File: src/rtl/stream_cipher_engine.sv
// ---------------------------------------------------------------------------
// stream_cipher_engine : byte-stream rolling-key cipher with ciphertext chaining
// Rev 1.0 : initial release
// ---------------------------------------------------------------------------
`default_nettype none

module stream_cipher_engine #(
  parameter int KEY_LEN = 4,
  parameter int MAX_LEN = 64
) (
  input  logic                         clk,
  input  logic                         rst_n,
  input  logic                         mode,
  input  logic [8*KEY_LEN-1:0]         key,
  input  logic [7:0]                   iv,
  input  logic                         in_valid,
  output logic                         in_ready,
  input  logic [7:0]                   in_data,
  input  logic                         in_last,
  output logic                         out_valid,
  input  logic                         out_ready,
  output logic [7:0]                   out_data,
  output logic                         out_last,
  output logic                         busy,
  output logic                         done,
  output logic [$clog2(MAX_LEN+1)-1:0] msg_len,
  output logic                         len_err
);

  localparam int KIDX_W = (KEY_LEN > 1) ? $clog2(KEY_LEN) : 1;
  localparam int CNT_W  = $clog2(MAX_LEN + 1);

  localparam logic [0:0] S_IDLE   = 1'b0;
  localparam logic [0:0] S_ACTIVE = 1'b1;

  logic [0:0]           state_q, state_d;
  logic                 mode_q, mode_d;
  logic [8*KEY_LEN-1:0] key_q, key_d;
  logic [7:0]           chain_q, chain_d;
  logic [KIDX_W-1:0]    kidx_q, kidx_d;
  logic [CNT_W-1:0]     cnt_q, cnt_d;
  logic                 out_valid_q, out_valid_d;
  logic [7:0]           out_data_q, out_data_d;
  logic                 out_last_q, out_last_d;
  logic [CNT_W-1:0]     out_len_q, out_len_d;
  logic                 done_q, done_d;
  logic [CNT_W-1:0]     msg_len_q, msg_len_d;

  logic                 w_in_ready, w_accept, w_idle, w_trunc, w_end_msg, w_xfer_last;
  logic                 w_mode;
  logic [8*KEY_LEN-1:0] w_key;
  logic [7:0]           w_prev, w_key_byte, w_enc, w_dec, w_chain_nxt;
  logic [KIDX_W-1:0]    w_kidx, w_kidx_nxt;
  logic [CNT_W-1:0]     w_cnt;

  always_comb begin
    w_in_ready = !out_valid_q || out_ready;
    w_accept   = in_valid && w_in_ready;
    w_idle     = (state_q == S_IDLE);

    // A byte arriving in IDLE opens a message, so it uses the live mode/key/iv
    w_mode = w_idle ? mode : mode_q;
    w_key  = w_idle ? key  : key_q;
    w_prev = w_idle ? iv   : chain_q;
    w_kidx = w_idle ? '0   : kidx_q;
    w_cnt  = w_idle ? CNT_W'(1) : cnt_q + 1'b1;

    w_key_byte = '0;
    for (int k = 0; k < KEY_LEN; k++) begin
      if (w_kidx == KIDX_W'(k)) w_key_byte = w_key[8*k +: 8];
    end

    w_enc       = (in_data ^ w_key_byte) + w_prev;
    w_dec       = (in_data - w_prev) ^ w_key_byte;
    w_chain_nxt = w_mode ? in_data : w_enc;
    w_kidx_nxt  = (w_kidx == KIDX_W'(KEY_LEN - 1)) ? '0 : w_kidx + 1'b1;

    w_trunc     = (w_cnt == CNT_W'(MAX_LEN)) && !in_last;
    w_end_msg   = in_last || w_trunc;
    w_xfer_last = out_valid_q && out_ready && out_last_q;

    state_d     = state_q;
    mode_d      = mode_q;
    key_d       = key_q;
    chain_d     = chain_q;
    kidx_d      = kidx_q;
    cnt_d       = cnt_q;
    out_valid_d = out_valid_q;
    out_data_d  = out_data_q;
    out_last_d  = out_last_q;
    out_len_d   = out_len_q;

    if (w_accept) begin
      out_valid_d = 1'b1;
      out_data_d  = w_mode ? w_dec : w_enc;
      out_last_d  = w_end_msg;
      out_len_d   = w_cnt;
      if (w_end_msg) begin
        state_d = S_IDLE;
        chain_d = '0;
        kidx_d  = '0;
        cnt_d   = '0;
      end else begin
        state_d = S_ACTIVE;
        mode_d  = w_mode;
        key_d   = w_key;
        chain_d = w_chain_nxt;
        kidx_d  = w_kidx_nxt;
        cnt_d   = w_cnt;
      end
    end else if (out_ready) begin
      out_valid_d = 1'b0;
    end

    done_d    = w_xfer_last;
    msg_len_d = w_xfer_last ? out_len_q : msg_len_q;
  end

  always_ff @(posedge clk or negedge rst_n) begin
    if (!rst_n) begin
      state_q     <= S_IDLE;
      mode_q      <= 1'b0;
      key_q       <= '0;
      chain_q     <= '0;
      kidx_q      <= '0;
      cnt_q       <= '0;
      out_valid_q <= 1'b0;
      out_data_q  <= '0;
      out_last_q  <= 1'b0;
      out_len_q   <= '0;
      done_q      <= 1'b0;
      msg_len_q   <= '0;
    end else begin
      state_q     <= state_d;
      mode_q      <= mode_d;
      key_q       <= key_d;
      chain_q     <= chain_d;
      kidx_q      <= kidx_d;
      cnt_q       <= cnt_d;
      out_valid_q <= out_valid_d;
      out_data_q  <= out_data_d;
      out_last_q  <= out_last_d;
      out_len_q   <= out_len_d;
      done_q      <= done_d;
      msg_len_q   <= msg_len_d;
    end
  end

  assign in_ready  = w_in_ready;
  assign out_valid = out_valid_q;
  assign out_data  = out_data_q;
  assign out_last  = out_last_q;
  assign busy      = (state_q == S_ACTIVE) || out_valid_q;
  assign done      = done_q;
  assign msg_len   = msg_len_q;
  assign len_err   = w_accept && w_trunc;

endmodule

`default_nettype wire

File: config.mk
export PLATFORM = sky130hd
export DESIGN_NAME = stream_cipher_engine
export DESIGN_NICKNAME = d
export VERILOG_FILES = /design/src/rtl/stream_cipher_engine.sv
export SDC_FILE = /design/constraint.sdc
export NUM_CORES = 1
export LEC_CHECK = 0
export CELL_PAD_IN_SITES_DETAIL_PLACEMENT = 1
export CELL_PAD_IN_SITES_GLOBAL_PLACEMENT = 2
export CORE_ASPECT_RATIO = 1.75
export CORE_MARGIN = 3
export CORE_UTILIZATION = 35
export DETAILED_ROUTE_END_ITERATION = 7
export PLACE_DENSITY = 0.91
export SYNTH_ARGS = -nofsm -noshare
export SYNTH_HDL_FRONTEND = slang
export SYNTH_SLANG_ARGS = --single-unit
File: constraint.sdc
create_clock -name clk -period 4.9 [get_ports clk]
set_input_delay 0.98 -clock clk [delete_from_list [all_inputs] [get_ports clk]]
set_output_delay 0.98 -clock clk [all_outputs]
set_load 0.1 [all_outputs]
# ---- Word-level counts from Yosys, hierarchy flattened
# Index checks and enable logic that the tools add are counted.
dict set report totals {
  regBits 76
  in_bits 54
  output_inout_bits 21
  wordCells 54
}
dict set report op_classes {
  addsub 4
  n_eq_ne 4
  mux 18
  bitwise_logic 3
  n_reduce_logical 13
}
# operator n
set op_table {}
lappend op_table {{$mux 8} 8}
lappend op_table {{$mux 32} 1}
lappend op_table {{$xor 8x8->8} 2}
lappend op_table {{$mux 7} 2}
lappend op_table {{$add 8x8->8} 1}
lappend op_table {{$sub 8x8->8} 1}
lappend op_table {{$add 7x1->7 const B} 1}
lappend op_table {{$eq 7x7->1 const B} 1}
lappend op_table {{$mux 2} 3}
lappend op_table {{$logic_and 1x1->1} 5}
lappend op_table {{$eq 2x2->1 const B} 2}
lappend op_table {{$mux 1} 4}
lappend op_table {{$logic_or 1x1->1} 3}
lappend op_table {{$add 2x1->2 const B} 1}
lappend op_table {{$eq 2x1->1 const B} 1}
lappend op_table {{$logic_not 1->1} 2}
lappend op_table {{$logic_not 2->1} 1}
lappend op_table {{$reduce_and 2->1} 1}
lappend op_table {{$reduce_bool 2->1} 1}
lappend op_table {{$not 1->1} 1}

# ---- Logic depth before layout (Yosys ltp)
# Gate-level depths: netlist (run 1).
dict set report logic_depth {
  word_depth 10
  depth_mapped 21
  mapped_depth_nobuf 16
}

# ---- Least setup slack after synthesis (run 1)
# No wires, ideal clock.
dict set report synth_timing {
  kind {input -> output}
  start {input port out_ready}
  end {output port len_err}
  arrival_time_ns 4.504
  t_required_ns 3.920
  slack_ns -0.584
  stages 4
  n_path_buf 1
  cell_sequence {nand2b_1 -> nand2_1 -> clkbuf_1 -> nor3_1}
}
dict set report synth_via {
  elab_chain_cells 3
}
# item line
set synth_rtl {}
lappend synth_rtl {{start, declared} 21} ;# input logic out_ready,
lappend synth_rtl {{$logic_or 1x1->1} 57} ;# w_in_ready = !out_valid_q || out_ready;
lappend synth_rtl {{$logic_and 1x1->1} 58} ;# w_accept = in_valid && w_in_ready;
lappend synth_rtl {{$logic_and 1x1->1} 156} ;# assign len_err = w_accept && w_trunc;
lappend synth_rtl {{end, declared} 27} ;# output logic len_err
# Every way passes these cells.

# ---- Worst setup path in the final report (run 1)
dict set report layout_timing {
  start {register state_q}
  end {register out_data_q[7], in the netlist out_data[7]}
}
dict set report layout_via {
  elab_chain_cells 9
  word_cells_on_any_way 17
  classes_between {add/sub (2); eq/ne (3); mux (9); bitwise (2); reduce/logical (1)}
}
# item line
set layout_rtl {}
lappend layout_rtl {{start, declared} 36} ;# logic [0:0] state_q, state_d;
lappend layout_rtl {{start signal, assigned} 134} ;# state_q <= state_d;
lappend layout_rtl {{$mux 2} 65} ;# w_kidx = w_idle ? '0 : kidx_q;
lappend layout_rtl {{$logic_not 2->1} 70} ;# if (w_kidx == KIDX_W'(k)) w_key_byte = w_key[8*k +: 8];
lappend layout_rtl {{$mux 8 (4 in a row)} 70}
lappend layout_rtl {{$xor 8x8->8} 73} ;# w_enc = (in_data ^ w_key_byte) + w_prev;
lappend layout_rtl {{$add 8x8->8} 73}
lappend layout_rtl {{$mux 8 *} 95} ;# out_data_d = w_mode ? w_dec : w_enc;
lappend layout_rtl {{end signal, assigned} 141} ;# out_data_q <= out_data_d;
lappend layout_rtl {{end, declared} 43} ;# logic [7:0] out_data_q, out_data_d;
# Every way passes the cells marked *; elsewhere a longest branch is shown, timed or not.
# A chain may end at the register's enable or synchronous reset.

==> metrics.csv, run 1 <==
metric,value,unit
hold slack final,462,ps
Non-Filler Instances,687,
CP max stage delay,700,ps
largest net degree at the start of global routing,77,
Gate power share,44.8,%
Worst Setup SP,state_q,
clk_lat worst skew,340,ps
Worst Setup Start Kind,flop,
Final Wtd Congestion,0.758,
Post-Route Setup TNS,0,ps
layout cells sized above 1,19.0,%
hold buffers post-CTS,0,
Net Sw Power,0.00112,W
clk_skew,11.2,ps
number of diodes,0,
Hold Startpoint,out_len_q[5],
Max Cap Viol,0,
core area,13100,um^2
Die Ht,160,um
CTS Buf Count,9,
Synth Register Bits,76,
Die Wd,94.0,um
register area share after synthesis,40.1,%
final setup vio count,0,
maximum clock frequency,0.220,GHz
routed vias/inst,5.25,
Initial DRC Count,131,
Final min period,4540,ps
Worst Path Arrival,4730,ps
CTS sink cnt,76,
switching portion of total power,40.3,%
synth warn,0,
initial antenna violation count,0,
worst reg2reg path startpoint,state_q,
routed len/inst,18.2,um
unrepaired setup endpoints after global routing,false,
pwr dens,469,nW/um^2
dpl cells,671,
sequential fraction of design power,30.9,%
mapped cell area,4740,um^2
Crit Path Class,flop to flop,
via count,3607,
Row Count,55,
Resize count post-CTS,0,
GR Overflow Total,0,
final period utilization,92.6,%
Post-synth top flop,dfrtp_1,
detailed-route DRC error count,0,
ys async rst share,100,%
worst hold path type,flop to flop,
Ports,75,
Internal,0.00165,W
Antenna Nets Post-Route,0,
"Avg Cell Area, Syn",10.7,um^2
count of unique library cells instantiated by Yosys,60,
Final #Nets,586,
CTS tree,yes,
Synth Net Count,519,
H-tree Lvls,3,
clock share of power,24.4,%
area grow syn2layout,24.6,%
crit path cell chain,nand2_1 > ha_1 > nor2b_1 > a221oi_1 > o31ai_2 > xor2_1 > ha_1 > a21o_1 > and4_1 > a211oi_1 > a211oi_1 > o211ai_1 > o311ai_1,
Rel. slew slack,33.1,%
clock slew at reported path FFs,70,ps
Total Wirelength,12.5,mm
Setup crit end kind,flop,
GRT Total Usage,17.6,%
utilization after layout,45.2,%
Final Max Slew Viols,0,
first-pass GRT wire length,20.6,mm
worst endpoint required time,5090,ps
CTS max path bufs,2,
PortBufs,74,
crit-path max FO,23,
Initial Utilization,36.3,%
maximum VDD drop,0.169,mV
root buf cell,clkbuf_16,
1st-pass router iterations,4,
Post-synth EDFFs,0,
Worst path slowest cell,dfrtp_2,
run status,"finished, final reports clean",
Final Hold Fails,0,
setup bufs post-CTS,0,
die area,15000,um^2
vias in the first global route,4003,
Worst Max-Slew Pin Slew,1000,ps
Post-Syn Instances,444,
Leak Pwr,2.53,nW
post-DP HPWL,9.30,mm
[cell usage after synthesis, drive strengths merged (7+ instances only)]
master / n / area share [%]
clkbuf: 10 / 0.79
inv: 14 / 1.1
buf: 11 / 2.0
ha: 19 / 5.0
o31ai: 7 / 1.7
a21oi: 15 / 1.7
nand2: 54 / 4.3
o21ai: 24 / 2.5
mux2: 64 / 15
nand3: 7 / 0.84
mux2i: 24 / 5.5
xor2: 13 / 2.4
xnor2: 12 / 2.4
nor2: 17 / 1.3
dfrtp: 76 / 40
nand2b: 8 / 1.1
[worst max-delay path: cells and delay by family, from the launching register on]
kind                       cells  cell delay (ps)
DFF                            1              700
adders and majority gates      2              610
and+or+nand+nor                3              860
AOI/OAI and AO/OA              7             1990
xor gates and xnor gates       1              230
[power by group through the flow]
stage	logic, W	registers (W)	clock network [W]
2_1_floorplan	0.000670	0.00111	0
3_5_place_dp	0.00124	0.000869	0
6_report	0.00124	0.000855	0.000674
4_1_cts	0.00125	0.000858	0.000691
3_3_place_gp	0.00121	0.000854	0
5_1_grt	0.00135	0.000874	0.000721
[worst paths after layout]
check                                to  slack, ps  cells past startpoint
hold / removal             out_len_q[5]        460                      2
max in group asynchronous       state_q       3400                      1
hold reg to reg            out_len_q[5]        460                      2
min in group asynchronous     key_q[26]        800                      1
setup / recovery            out_data[7]        360                     13
setup reg to reg            out_data[7]        360                     13
[layout make-up]
class | count | area [um^2]
fill | 1473 | 7170
clock inverter | 6 | 63.8
timing repair buffer | 77 | 768
tap | 171 | 214
clock buffer | 10 | 239
sequential | 76 | 1900
multi-input combinational | 333 | 2670
inverter | 14 | 52.6
[cell families after synthesis]
logic type,count (synthesis),share of synthesized area [%]
mux,88,20.7
buf+inv,35,3.85
flops,76,40.1
compound gates,88,13.4
xor+xnor,26,5.28
fa+ha+maj,21,5.86
simple gates,110,10.9
[per-stage QoR]
stage	area (um^2)	setup slack (ps)	power [W]
after detailed placement	5610	378	0.00211
after floorplan	4750	272	0.00178
after CTS	5910	337	0.00280
after global placement	5610	648	0.00206
final	5910	364	0.00277
after global routing	5910	49.8	0.00294
[flip-flops by register name (all words and copies together), names as in the netlist]
signal / cells
out_valid: 1
key_q: 32
mode_q: 1
msg_len: 7
chain_q: 8
kidx_q: 2
cnt_q: 7
state_q: 1
out_len_q: 7
out_last: 1
out_data: 8
done: 1
[cell usage in the layout, fill, tap and decap left out, types with 2 or more instances in the layout]
master	synthesis	layout
a211oi_1	4	4
a21o_1	6	6
a21oi_1	14	14
a221oi_1	5	5
a22o_1	4	4
a22oi_1	3	3
a32oi_1	2	2
and2_1	6	6
buf_4	2	5
clkbuf_16	0	9
clkdlybuf4s50_1	0	71
clkinv_2	0	2
clkinvlp_4	0	2
dfrtp_1	76	75
fa_1	2	2
ha_1	19	19
inv_1	14	14
mux2_1	6	6
mux2_2	58	58
mux2i_1	21	21
mux2i_2	2	2
nand2_1	54	54
nand2b_1	8	8
nand3_1	6	6
nor2_1	17	17
nor2b_1	4	4
nor3_1	5	4
nor3b_1	2	2
o21a_1	5	5
o21ai_0	11	11
o21ai_1	13	13
o31a_1	2	2
o31ai_2	6	6
xnor2_1	11	11
xor2_1	13	13
[routing by layer]
| layer | up-vias | track usage [%] | routed length [um] |
|---|---|---|---|
| met2 | 65 | 32.1 | 6920 |
| met3 | 30 | 2.87 | 357 |
| li1 | 1722 | - | - |
| met4 | 0 | 8.42 | 457 |
| met1 | 1790 | 19.1 | 4770 |
| met5 | - | 0 | 0 |
No activity file was read; power rests on OpenSTA's default activity.
==> inputs of run 2 (changes only) <==
ABC_CLOCK_PERIOD_IN_PS = 4900   (was default)
SETUP_SLACK_MARGIN = 0.1   (was default)
==> run 2 against run 1 <==
Compared with the run above: register-to-register slack gained 210 ps; first-iteration DRC count shrank 14%; total power barely moved; cell area barely moved; worst hold slack barely moved; sequential cell count unchanged; wire length grew 0.11%; count of clock-buffer cells in the layout unchanged; non-clock buffer count stayed put; clock skew about the same; sequential power is essentially flat; critical path type unchanged; highest routed layer unchanged.
==> metrics.csv, run 2 (same netlist as run 1, synthesis figures left out) <==
metric,value,unit,change
run status,"finished, final reports clean",,unchanged
root buf cell,clkbuf_16,,unchanged
area grow syn2layout,24.7,%,was 24.6%
first-pass GRT wire length,20.6,mm,unchanged
routed len/inst,18.2,um,about the same
most frequent cells in the layout,"75 x dfrtp_1, 71 x clkdlybuf4s50_1, 58 x mux2_2",,unchanged
Top reg by flops,key_q,,unchanged
Post-Route Setup TNS,0,ps,unchanged
met2 usage,32.1,%,unchanged
clock slew at reported path FFs,70,ps,about the same
crit-path max FO,23,,unchanged
FF-to-FF setup slack,570,ps,was 360 ps
max FFs per register,32,,unchanged
CTS max path bufs,2,,unchanged
initial antenna violation count,0,,unchanged
clk_lat worst skew,340,ps,about the same
final setup vio count,0,,unchanged
Leak Pwr,2.53,nW,about the same
clk_skew,11.0,ps,was 11.2 ps
final period utilization,88.4,%,was 92.6%
Max Cap Viol,0,,unchanged
number of diodes,0,,unchanged
Row Count,55,,unchanged
Antenna Nets Post-Route,0,,unchanged
Hold Path End,out_len_q[5],,unchanged
Crit Path Class,flop to flop,,unchanged
Resize count post-CTS,0,,unchanged
utilization after layout,45.2,%,about the same
Final Max Slew Viols,0,,unchanged
unrepaired setup endpoints after global routing,false,,unchanged
post-DP HPWL,9.30,mm,unchanged
Final Hold Fails,0,,unchanged
vias in the first global route,4003,,unchanged
CTS tree,yes,,unchanged
hold slack final,463,ps,was 462 ps
maximum clock frequency,0.231,GHz,was 0.220 GHz
"commonest non-fill, non-tap cell in the layout",dfrtp_1,,unchanged
GRT Total Usage,17.6,%,unchanged
setup bufs post-CTS,0,,unchanged
Final Wtd Congestion,0.758,,unchanged
layout cells sized above 1,19.2,%,was 19.0%
placed cell area,5610,um^2,unchanged
Ports,75,,unchanged
Final #Nets,586,,unchanged
CTS sink cnt,76,,unchanged
Initial Utilization,36.3,%,unchanged
maximum VDD drop,0.168,mV,was 0.169 mV
FF-to-FF path depth,13,,unchanged
Worst Max-Slew Pin Slew,1000,ps,about the same
1st-pass router iterations,4,,unchanged
worst reg2reg path startpoint,state_q,,unchanged
core area,13100,um^2,unchanged
CTS Buf Count,9,,unchanged
Final min period,4330,ps,was 4540 ps
largest net degree at the start of global routing,77,,unchanged
total power,0.00277,W,about the same
Min-Delay Path Depth,2,,unchanged
H-tree Lvls,3,,unchanged
Hold Startpoint,out_len_q[5],,unchanged
Setup crit end kind,flop,,unchanged
die area,15000,um^2,unchanged
met3 GRT Util,2.87,%,unchanged
routed vias/inst,5.23,,was 5.25
Die Ht,160,um,unchanged
GR Overflow Total,0,,unchanged
M1 GR Usage,19.1,%,unchanged
Worst R2R End,out_data[7],,unchanged
Die Wd,94.0,um,unchanged
via count,3595,,was 3607
Total Wirelength,12.5,mm,about the same
Worst Path Arrival,4520,ps,was 4730 ps
hold buffers post-CTS,0,,unchanged
Rel. slew slack,33.1,%,about the same
final instance area,5910,um^2,about the same
worst endpoint required time,5090,ps,about the same
GRT Max-Usage Layer,met2,,unchanged
detailed-route DRC error count,0,,unchanged
pwr dens,468,nW/um^2,was 469 nW/um^2
worst hold path type,flop to flop,,unchanged
Worst Setup Start Kind,flop,,unchanged
PortBufs,74,,unchanged
Initial DRC Count,113,,was 131
==> run 2: cell counts in the layout (fill, tap and decap cells not counted) <==
Identical to the previous run, type by type.
==> run 2: stage by stage <==
| stage | cells | setup slack, ps |
|---|---|---|
| global route | 687 | 245 |
| detailed placement | 671 | 378 |
| CTS | 687 | 337 |
| global placement | 671 | 648 |
| finish | 687 | 571 |
| floorplan | 444 | 272 |
==> run 2: worst max-delay path by stage <==
stage                     cells past startpoint      start     endpoint  slack [ps]
final                                        13    state_q  out_data[7]         570
after global routing                         13    state_q  out_data[7]         250
after CTS                                    13    state_q  out_data[7]         340
after detailed placement                     13    state_q  out_data[7]         380
after global placement                       13    state_q  out_data[7]         650
after floorplan                               4  out_ready      len_err         270
==> run 2: worst max-delay path, cell delays in order, from the launching register on <==
cell and delay [ps]:
dfrtp_2 690, nand2_1 200, ha_1 350, nor2b_2 330, a221oi_1 180, o31ai_2 410
xor2_1 230, ha_1 260, a21o_1 190, and4_1 190, a211oi_1 530, a211oi_1 220
o211ai_1 260, o311ai_1 160
==> run 2: layout make-up <==
type | count | area [um^2]
Fill cell | 1473 | 7160
Multi-Input combinational cell | 333 | 2670
Sequential cell | 76 | 1900
Timing Repair Buffer | 77 | 768
Clock buffer | 10 | 239
Tap cell | 171 | 214
Clock inverter | 6 | 63.8
Inverter | 14 | 52.6
==> run 2: power breakdown <==
group / internal, W / total [W] / switching (W) / leakage, nW
clock network: 0.000407 / 0.000674 / 0.000267 / 0.144
registers: 0.000768 / 0.000854 / 0.0000867 / 0.945
logic: 0.000478 / 0.00124 / 0.000762 / 1.44
==> run 2: layer usage <==
layer | routed length [um] | vias to the layer above
met3 | 303 | 30
met2 | 6910 | 57
met4 | 462 | 0
met1 | 4840 | 1787
li1 | - | 1721
met5 | 0 | -
==> inputs of run 3 (changes only) <==
ABC_CLOCK_PERIOD_IN_PS = 5100   (was 4900)
CORE_MARGIN = 2   (was 3)
CORE_UTILIZATION = 38   (was 35)
HOLD_SLACK_MARGIN = 0.06   (was default)
PLACE_DENSITY = 0.95   (was 0.91)
clock period = 5.1 ns   (was 4.9 ns; I/O delays follow)
==> run 3 against run 2 <==
Compared with the run above: die area down 11%; combinational power about the same; critical path depth grew 1; global-route usage up 2.5 points; via count increased by 2.6%; count of clock-buffer cells in the layout unchanged; worst hold slack improved by 1.1 ps; register-to-register slack improved by 300 ps; non-clock buffer count is 1 higher; total power down 1.2%; highest routed layer unchanged.
==> metrics.csv, run 3 (same netlist as run 1, synthesis figures left out) <==
metric,value,unit,change
Setup WS post-layout,874,ps,was 571 ps
Final min period,4230,ps,was 4330 ps
Worst Setup Start Kind,flop,,unchanged
routed len/inst,18.5,um,was 18.2 um
area grow syn2layout,24.9,%,was 24.7%
Leak Pwr,2.55,nW,was 2.53 nW
GR Overflow Total,0,,unchanged
worst reg2reg path startpoint,state_q,,unchanged
clk_lat worst skew,340,ps,about the same
Resize count post-CTS,0,,unchanged
H-tree Lvls,3,,unchanged
1st-pass router iterations,4,,unchanged
"commonest non-fill, non-tap cell in the layout",dfrtp_1,,unchanged
CTS sink cnt,76,,unchanged
run status,"finished, final reports clean",,unchanged
detailed-route DRC error count,0,,unchanged
worst setup slack after placement,810,ps,was 378 ps
routed vias/inst,5.39,,was 5.23
Final Wtd Congestion,0.809,,was 0.758
Worst Max-Slew Pin Slew,1010,ps,was 1000 ps
clock slew at reported path FFs,60,ps,was 70 ps
Die Ht,152,um,was 160 um
max FFs per register,32,,unchanged
setup bufs post-CTS,0,,unchanged
final setup vio count,0,,unchanged
Worst Path Arrival,4420,ps,was 4520 ps
Max Cap Viol,0,,unchanged
largest net degree at the start of global routing,77,,unchanged
FF-to-FF path depth,14,,was 13
fill cell count,1377,,was 1473
Top reg by flops,key_q,,unchanged
Hold Startpoint,out_len_q[5],,unchanged
Worst R2R End,out_data[7],,unchanged
worst endpoint required time,5290,ps,was 5090 ps
Post-Route Setup TNS,0,ps,unchanged
layout cells sized above 1,19.1,%,was 19.2%
GRT Total Usage,20.1,%,was 17.6%
Min-Delay Path Depth,2,,unchanged
first-pass GRT wire length,20.5,mm,was 20.6 mm
pwr dens,462,nW/um^2,was 468 nW/um^2
Antenna Nets Post-Route,0,,unchanged
unrepaired setup endpoints after global routing,false,,unchanged
post-DP HPWL,9.21,mm,was 9.30 mm
initial antenna violation count,0,,unchanged
hold buffers post-CTS,0,,unchanged
core area,12300,um^2,was 13100 um^2
Total Wirelength,12.7,mm,was 12.5 mm
maximum VDD drop,0.382,mV,was 0.168 mV
clk_skew,9.84,ps,was 11.0 ps
Ports,75,,unchanged
FF-to-FF setup slack,870,ps,was 570 ps
root buf cell,clkbuf_16,,unchanged
die area,13400,um^2,was 15000 um^2
vias in the first global route,4017,,was 4003
utilization after layout,48.2,%,was 45.2%
via count,3690,,was 3595
maximum clock frequency,0.237,GHz,was 0.231 GHz
most frequent cells in the layout,"75 x dfrtp_1, 71 x clkdlybuf4s50_1, 58 x mux2_2",,unchanged
Initial DRC Count,119,,was 113
Final Max Slew Viols,0,,unchanged
Crit Path Class,flop to flop,,unchanged
CTS Buf Count,9,,unchanged
Final Hold Fails,0,,unchanged
Initial Utilization,38.6,%,was 36.3%
CTS max path bufs,2,,unchanged
number of diodes,0,,unchanged
PortBufs,74,,unchanged
crit-path max FO,9,,was 23
Rel. slew slack,32.6,%,was 33.1%
Die Wd,88.4,um,was 94.0 um
Hold Path End,out_len_q[5],,unchanged
CTS tree,yes,,unchanged
Final #Nets,587,,was 586
Row Count,54,,was 55
total power,0.00274,W,was 0.00277 W
final period utilization,82.9,%,was 88.4%
Setup crit end kind,flop,,unchanged
worst hold path type,flop to flop,,unchanged
run 3: changes by cell type in the layout (fill, tap and decap cells not counted):
| cell | before | now |
|---|---|---|
| clkinvlp_4 | 2 | 0 |
| nor2b_2 | 1 | 0 |
| nor2b_1 | 3 | 4 |
| clkinv_4 | 1 | 2 |
| bufinv_16 | 1 | 2 |
| buf_4 | 5 | 7 |
| buf_12 | 1 | 0 |
run 3: how the worst max path moves through the flow:
stage / from / to / slack [ps]
finish: state_q / out_data[7] / 870
global route: state_q / out_data[7] / 500
CTS: state_q / out_data[6] / 820
detailed placement: key[1] / out_data[7] / 810
global placement: key[0] / out_data[6] / 910
floorplan: out_ready / len_err / 390
run 3: worst max-delay path, stage by stage, from the launching register on:
cell      delay [ps]
dfrtp_2          420
nand2_1          110
inv_1             90
ha_1             330
nor2b_1          540
a221oi_1         260
o31ai_2          420
xor2_1           250
ha_1             270
a21o_1           200
and4_1           200
a211oi_1         430
a211oi_1         190
o211ai_1         230
o311ai_1         130
run 3: power breakdown:
group	internal [W]	total [W]	switching, W
sequential	0.000738	0.000814	0.0000767
clock	0.000442	0.000702	0.000260
combinational	0.000461	0.00122	0.000759
run 3: area by class of cell:
class / count / area (um^2) / share of cell area (%)
Clock inverter: 6 / 87.6 / 1.48
Tap cell: 168 / 210 / 3.55
Timing Repair Buffer: 78 / 763 / 12.9
Multi-Input combinational cell: 333 / 2670 / 45.0
Sequential cell: 76 / 1900 / 32.1
Inverter: 14 / 52.6 / 0.887
Clock buffer: 10 / 239 / 4.03
run 3: metal layers:
layer | wire (um) | track usage, % | vias up | part of all wire (%)
li1 | - | - | 1725 | -
met1 | 4790 | 22.3 | 1847 | 38
met5 | 0 | 0 | - | 0
met4 | 589 | 10.3 | 0 | 4.6
met2 | 6950 | 36.1 | 84 | 55
met3 | 359 | 2.98 | 34 | 2.8
run 3: through the flow:
step / cell area [um^2] / instances / hold WS, ps
2_1_floorplan: 4750 / 444 / 435
3_3_place_gp: 5600 / 669 / 458
3_5_place_dp: 5600 / 669 / 461
4_1_cts: 5920 / 685 / 475
5_1_grt: 5920 / 685 / 510
6_report: 5920 / 685 / 464
